$ cat config.mk
export PLATFORM = sky130hd
export DESIGN_NAME = timer_alarm_ctrl
export DESIGN_NICKNAME = d
export VERILOG_FILES = /design/src/rtl/timer_alarm_ctrl.sv
export SDC_FILE = /design/constraint.sdc
export NUM_CORES = 1
export LEC_CHECK = 0
export CAP_MARGIN = 15
export CORE_UTILIZATION = 35
export CTS_CLUSTER_SIZE = 16
export DETAILED_ROUTE_END_ITERATION = 8
export GPL_ROUTABILITY_DRIVEN = 1
export SLEW_MARGIN = 5
export SYNTH_ARGS = -nofsm -noshare
export SYNTH_HDL_FRONTEND = slang
export SYNTH_SLANG_ARGS = --single-unit
$ cat constraint.sdc
create_clock -name clk -period 3.97 [get_ports clk]
set_clock_uncertainty 0.1 [all_clocks]
set_input_delay 0.5955 -clock clk [delete_from_list [all_inputs] [get_ports clk]]
set_output_delay 0.5955 -clock clk [all_outputs]
set_load 0.05 [all_outputs]
$ cat src/rtl/timer_alarm_ctrl.sv
// timer_alarm_ctrl
//   Compare/alarm controller for the free-running 64-bit cycle timer.
//   Raises a level interrupt when time reaches a 64-bit compare value,
//   optionally re-arms by adding PERIOD, and offers a tear-free 64-bit
//   time snapshot for 32-bit readers.
// Ports:
//   clk, rst_n          clock, synchronous active-low reset
//   time_i[63:0]        current timer value
//   req_i/we_i/addr_i/wdata_i  single-cycle register access
//   ack_o/rdata_o       registered response, one cycle after req_i
//   irq_o               alarm pending (PEND), registered level
module timer_alarm_ctrl (
  input  logic        clk,
  input  logic        rst_n,
  input  logic [63:0] time_i,
  input  logic        req_i,
  input  logic        we_i,
  input  logic [2:0]  addr_i,
  input  logic [31:0] wdata_i,
  output logic        ack_o,
  output logic [31:0] rdata_o,
  output logic        irq_o
);

  typedef enum logic [1:0] {
    DISABLED = 2'd0,
    ARMED    = 2'd1,
    FIRED    = 2'd2
  } state_t;

  localparam logic [2:0]  A_CTRL    = 3'd0;
  localparam logic [2:0]  A_CMP_LO  = 3'd1;
  localparam logic [2:0]  A_CMP_HI  = 3'd2;
  localparam logic [2:0]  A_PERIOD  = 3'd3;
  localparam logic [2:0]  A_TIME_LO = 3'd4;
  localparam logic [2:0]  A_TIME_HI = 3'd5;
  localparam logic [2:0]  A_FIRECNT = 3'd6;
  localparam logic [2:0]  A_ID      = 3'd7;
  localparam logic [31:0] ID_VAL    = 32'h544D_5231;

  state_t      state;
  logic        en, periodic, pend;
  logic [63:0] cmp;
  logic [31:0] shadow_lo, period, snap, fire_cnt;

  logic        wr, rd, wr_ctrl, wr_lo, wr_hi, wr_per, wr_cnt, rd_tlo;
  logic        fire, en_nxt;
  logic [31:0] rd_mux;

  assign wr      = req_i & we_i;
  assign rd      = req_i & ~we_i;
  assign wr_ctrl = wr && (addr_i == A_CTRL);
  assign wr_lo   = wr && (addr_i == A_CMP_LO);
  assign wr_hi   = wr && (addr_i == A_CMP_HI);
  assign wr_per  = wr && (addr_i == A_PERIOD);
  assign wr_cnt  = wr && (addr_i == A_FIRECNT);
  assign rd_tlo  = rd && (addr_i == A_TIME_LO);

  // Fire decision uses the time sample at this edge against the live cmp.
  assign fire    = (state == ARMED) && (time_i >= cmp);
  // State follows the EN value that will hold after this edge, so enabling
  // arms at the write edge and the first fire is evaluated one edge later.
  assign en_nxt  = wr_ctrl ? wdata_i[0] : en;

  assign irq_o   = pend;

  always_comb begin
    rd_mux = '0;
    case (addr_i)
      A_CTRL:    rd_mux = {27'b0, state, pend, periodic, en};
      A_CMP_LO:  rd_mux = cmp[31:0];
      A_CMP_HI:  rd_mux = cmp[63:32];
      A_PERIOD:  rd_mux = period;
      A_TIME_LO: rd_mux = time_i[31:0];
      A_TIME_HI: rd_mux = snap;
      A_FIRECNT: rd_mux = fire_cnt;
      A_ID:      rd_mux = ID_VAL;
      default:   rd_mux = '0;
    endcase
  end

  always_ff @(posedge clk) begin
    if (!rst_n) begin
      ack_o     <= 1'b0;
      rdata_o   <= '0;
      state     <= DISABLED;
      en        <= 1'b0;
      periodic  <= 1'b0;
      pend      <= 1'b0;
      cmp       <= '1;
      shadow_lo <= '0;
      period    <= '0;
      snap      <= '0;
      fire_cnt  <= '0;
    end else begin
      ack_o   <= req_i;
      rdata_o <= rd ? rd_mux : '0;

      if (wr_ctrl) begin
        en       <= wdata_i[0];
        periodic <= wdata_i[1];
      end

      // A fire beats a same-cycle W1C of PEND.
      if (fire)                        pend <= 1'b1;
      else if (wr_ctrl && wdata_i[2])  pend <= 1'b0;

      if (wr_lo)  shadow_lo <= wdata_i;
      if (wr_per) period    <= wdata_i;

      // A CMP_HI write beats the periodic reload in the same cycle.
      if (wr_hi)                  cmp <= {wdata_i, shadow_lo};
      else if (fire && periodic)  cmp <= cmp + {32'b0, period};

      // Upper half captured from the same sample that returns the lower half.
      if (rd_tlo) snap <= time_i[63:32];

      if (wr_cnt)     fire_cnt <= fire ? 32'd1 : 32'd0;
      else if (fire)  fire_cnt <= fire_cnt + 32'd1;

      if (!en_nxt) state <= DISABLED;
      else begin
        case (state)
          DISABLED: state <= ARMED;
          ARMED:    if (!wr_hi && fire && !periodic) state <= FIRED;
          FIRED:    if (wr_hi) state <= ARMED;
          default:  state <= DISABLED;
        endcase
      end
    end
  end

endmodule

After elaboration in Yosys (flattened, before gate mapping)
Index checks and enable logic that the tools add are counted.
- add/subtract/negate cells: 2
- magnitude comparators: 1
- equality and inequality tests: 11
- mux-type cells: 12
- bitwise operators: 3
- reduce and logical (&&, ||, !) cells: 21
- operators by type and width (cell ; number):
    case mux 32 bit (8 select lines) ; 1
    two-way mux 64 bit ; 2
    adder 64 x 32 -> 64 bit ; 1
    greater-or-equal comparator 64 bit ; 1
    two-way mux 32 bit ; 2
    adder 32 x 1 -> 32 bit, second input constant ; 1
    equality test 3 bit, second input constant ; 4
    logical AND 1 bit ; 11
    equality test 3 x 2 -> 1 bit, second input constant ; 2
    case mux 2 bit (3 select lines) ; 1
    AND reduction 2 bit ; 3
    nonzero test 2 bit ; 3
    two-way mux 1 bit ; 4
    two-way mux 2 bit ; 2
    equality test 3 x 1 -> 1 bit, second input constant ; 1
    zero test 3 bit ; 1
    AND 1 bit ; 2
    equality test 2 x 1 -> 1 bit, second input constant ; 1
    equality test 2 bit, second input constant ; 1
    zero test 1 bit ; 2
    zero test 2 bit ; 1
    inequality test 2 x 1 -> 1 bit, second input constant ; 1
    inequality test 2 bit, second input constant ; 1
    inverter 1 bit ; 1
- bits in registers: 230
- bits of input ports: 103

Longest topological paths before layout
Gate-level depths: netlist of run 1.
- depth in word-level cells: 7
- mapped depth: 14

Worst setup path after synthesis of run 1
No wires, ideal clock.
- kind: input to register
- start point: input time_i[0]
- end point: register fire_cnt[15]
- arrival time: 2832 ps
- data required time: 3742 ps
- setup slack: 910 ps
- stages on the path: 13
- cells stage by stage: inv_1 ha_1 nand2b_1 a2111o_1 a41oi_1 a211oi_2 nor4_4 a21oi_4 buf_6 buf_6 o211ai_2 xor2_1 nor2_1
- cells in the longest elaborated chain, start to end: 3
- ends and longest elaborated chain (item ; line ; text):
    from (decl) ; 15 ; input logic [63:0] time_i,
    greater-or-equal comparator 64 bit ; 60 ; assign fire = (state == ARMED) && (time_i >= cmp);
    logical AND 1 bit ; 60 ;
    nonzero test 2 bit (no line) ; - ;
    to (signal assigned) ; 118 ; if (wr_cnt) fire_cnt <= fire ? 32'd1 : 32'd0;
    to (signal assigned) ; 119 ; else if (fire) fire_cnt <= fire_cnt + 32'd1;
    to (decl) ; 44 ; logic [31:0] shadow_lo, period, snap, fire_cnt;
Every way passes these cells.
A chain may end at the register's enable or synchronous reset.

Worst setup path after layout of run 1
- start point: register cmp[0]
- end point: register cmp[60]
- cells in the longest elaborated chain, start to end: 4
- elaborated cells on any way between the ends: 7
- classes of those cells: add/sub (1); order compare (1); mux (2); reduce/logical (3)
- ends and longest elaborated chain (item ; line ; text):
    from (decl) ; 43 ; logic [63:0] cmp;
    from (signal assigned) ; 112 ; if (wr_hi) cmp <= {wdata_i, shadow_lo};
    from (signal assigned) ; 113 ; else if (fire && periodic) cmp <= cmp + {32'b0, period};
    greater-or-equal comparator 64 bit ; 60 ;
    logical AND 1 bit ; 60 ;
    logical AND 1 bit ; 113 ;
    nonzero test 2 bit (no line) ; - ;
Several ways; a longest one is shown, not always the timed one. The select of a mux whose other input is x is not followed.

==> results of run 1 <==
cells in the mapped netlist (37+ instances only):
cell type	number	area share, %
nand2_1	294	7.9
dfxtp_1	230	33
nor2_1	144	3.9
a21oi_1	122	4.4
a21boi_0	100	5.4
ha_1	97	8.7
inv_1	89	2.4
clkbuf_1	83	2.2
o21ai_0	83	3.0
a22oi_1	53	2.9
nand3_1	49	1.8
nand4_1	37	1.7
registers in the layout, summed over array words and instances (netlist names):
name,count
en,1
irq_o,1
ack_o,1
periodic,1
state,2
fire_cnt,32
period,32
cmp,64
shadow_lo,32
snap,32
rdata_o,32
critical path, cell delays in order (launching register included):
cell and delay (ps):
dfxtp_1 360, ha_1 220, inv_1 70, fa_1 390, nand2b_1 200, a21oi_1 270
o31ai_1 230, a21boi_2 300, a211o_1 190, a41o_1 430, nand2_1 150, buf_4 180
nor4_1 290, o32a_1 190
stage by stage:
step,setup WS [ps],hold slack [ps],TNS (ps),utilization (%)
final,314,264,0,44.0
after global routing,83.5,289,0,44.0
after CTS,376,251,0,44.0
after detailed placement,-21.0,357,-21.0,41.6
after global placement,-114,350,-114,41.6
after floorplan,910,340,0,-
power by group through the flow:
stage,sequential [mW],combinational (mW),clock (mW)
after floorplan,2.44,0.441,0
after global placement,2.42,0.847,0
after detailed placement,2.42,0.849,0
after CTS,2.37,0.854,2.66
after global routing,2.37,0.926,2.77
final,2.37,0.868,2.63
final timing paths:
check	to	slack, ps	cells past startpoint
worst max-delay path	cmp[60]$_SDFFE_PN1P_	310	13
worst min-delay path	rdata_o[26]$_SDFF_PN0_	260	3
worst max register to register	cmp[60]$_SDFFE_PN1P_	310	13
worst min register to register	shadow_lo[18]$_SDFFE_PN0P_	360	2
cell families after synthesis:
family | count (synthesis) | synth area share (%)
buffers and inverters | 191 | 5.40
AND/OR/NAND/NOR | 646 | 21.3
AO/OA/AOI/OAI | 546 | 26.5
flip-flops | 230 | 33.1
XOR/XNOR | 56 | 3.52
adder cells (fa/ha/maj) | 98 | 8.86
multiplexers | 18 | 1.34
per-layer routing:
metal / GRT usage, % / up-vias / share of wire (%)
met5: 0 / - / 0
met4: 11.4 / 0 / 4.1
met3: 4.45 / 119 / 8.2
met2: 42.7 / 597 / 45
met1: 36.3 / 6747 / 43
li1: - / 6691 / -
cell type report:
type | instances | area (µm²) | area share (%)
multi-input combinational | 1364 | 8580 | 50.1
sequential | 230 | 4600 | 26.9
timing repair buffer | 220 | 2030 | 11.8
clock buffer | 43 | 858 | 5.01
tap | 518 | 648 | 3.78
inverter | 90 | 338 | 1.97
clock inverter | 8 | 77.6 | 0.453
==> results.py, run 1 <==
metrics = {
    "critical_path": {
        "arrival_ps": 4060,
        "r2r-start": "cmp[0]$_SDFFE_PN1P_",
        "crit_fanout": 8,
        "startpoint": "cmp[0]$_SDFFE_PN1P_",
        "cp-start-kind": "register",
        "end_kind": "register",
        "path_class": "register to register",
        "required_ps": 4370,
    },
    "die": {
        "die_x_um": 201,
        "rows": 72,
        "die_y_um": 201,
        "start_util_pct": 35.8,
        "dieArea_um2": 40600,
        "coreArea_um2": 38900,
        "ios": 137,
    },
    "logic_synthesis": {
        "ys_seq_area_share_pct": 33.1,
        "synth_nets": 1986,
        "yosysWarnings": 0,
        "ys_ff_latch": 230,
        "syn_inst": 1785,
        "ys.flop_type": "dfxtp_1",
        "syn-cell-area_um2": 13900,
        "synth_edf_count": 0,
        "synthArstFlopShare_pct": 0,
        "synth.avg_cell_area_um2": 7.80,
        "ys_types": 82,
    },
    "route": {
        "viasPerCell": 5.72,
        "routedWlPerCell_um": 22.7,
        "dr.pass1.iters": 5,
        "drt_iter0_drc": 1171,
        "drt-total-wl_um": 56100,
        "drc_errors": 0,
        "vias": 14200,
        "postRouteAntennaNets": 0,
    },
    "sta": {
        "grt_setup_unrepaired": "no",
        "max_freq_mhz": 274,
        "worst_slew_pin_slew_ps": 787,
        "hold_violations": 0,
        "setup_viol": 0,
        "slew_headroom_pct": 47.1,
        "finalCriticalPeriod_ps": 3660,
        "slew_violations": 0,
        "timing.final.crit_share_pct": 92.1,
    },
    "grt": {
        "grt_max_degree": 61,
        "grt_pass1_wl_um": 83800,
        "grt_use_total_pct": 27.0,
        "first_global_vias": 13500,
        "grt.overflow.total": 0,
        "antenna_found_initial": 1,
    },
    "min_path": {
        "hold_class": "primary input to register",
        "hp-start": "addr_i[1]",
    },
    "clocking": {
        "cts_tree": "done",
        "post_cts.resized_instances": 0,
        "post_cts_buffers": 0,
        "cts_made_buffers": 28,
        "cts.sinks": 230,
        "holdBufCountCts": 0,
        "cts_root_buf": "clkbuf_16",
        "worstSkewPairLatency_ps": 570,
        "htreeDepth": 1,
        "clock_path_buffers": 3,
        "clkTransAtPathRegs_ps": 60,
    },
    "power": {
        "pwr-share-comb_pct": 14.8,
        "finalPower_mw": 5.86,
        "ir_worst_vdd_mv": 0.249,
        "netSwitchingPower_mw": 1.63,
        "internal-power_mw": 4.23,
        "p_clk_share_pct": 44.8,
        "p_per_area_nw_per_um2": 342,
        "p_leak_nw": 7.20,
        "seqPwrFrac_pct": 40.4,
        "swShare_pct": 27.8,
    },
    "placed_design": {
        "gp_congestion": 0.972,
        "placedCellCount": 2422,
        "place_hpwl_um": 42600,
        "portBuffers": 136,
        "dpl_cell_area_um2": 16200,
    },
    "finish": {
        "fin_area_um2": 17100,
        "instances_no_fill": 2473,
        "layout_common_cells": "nand2_1, dfxtp_1, nor2_1",
        "layout-drive-gt1-share_pct": 8.39,
        "final_nets": 2135,
        "final_common_cell": "nand2_1",
        "area_growth_syn_to_layout_pct": 23.1,
        "nFillCells": 3951,
        "antenna_cells": 0,
    },
    "outcome": {
        "status": "finished, final reports clean",
    },
    "run": {
        "cap_violations": 0,
    },
}
Power figures use the tool's default switching activity.
==> inputs of run 2 (changes only) <==
--- a/config.mk
+++ b/config.mk
@@ -10,6 +10,7 @@
 export CTS_CLUSTER_SIZE = 16
 export DETAILED_ROUTE_END_ITERATION = 8
 export GPL_ROUTABILITY_DRIVEN = 1
+export HOLD_SLACK_MARGIN = 0.15
 export SLEW_MARGIN = 5
 export SYNTH_ARGS = -nofsm -noshare
 export SYNTH_HDL_FRONTEND = slang
==> results of run 2 <==
The final DEF is identical to that of run 1; final timing and power are the same.
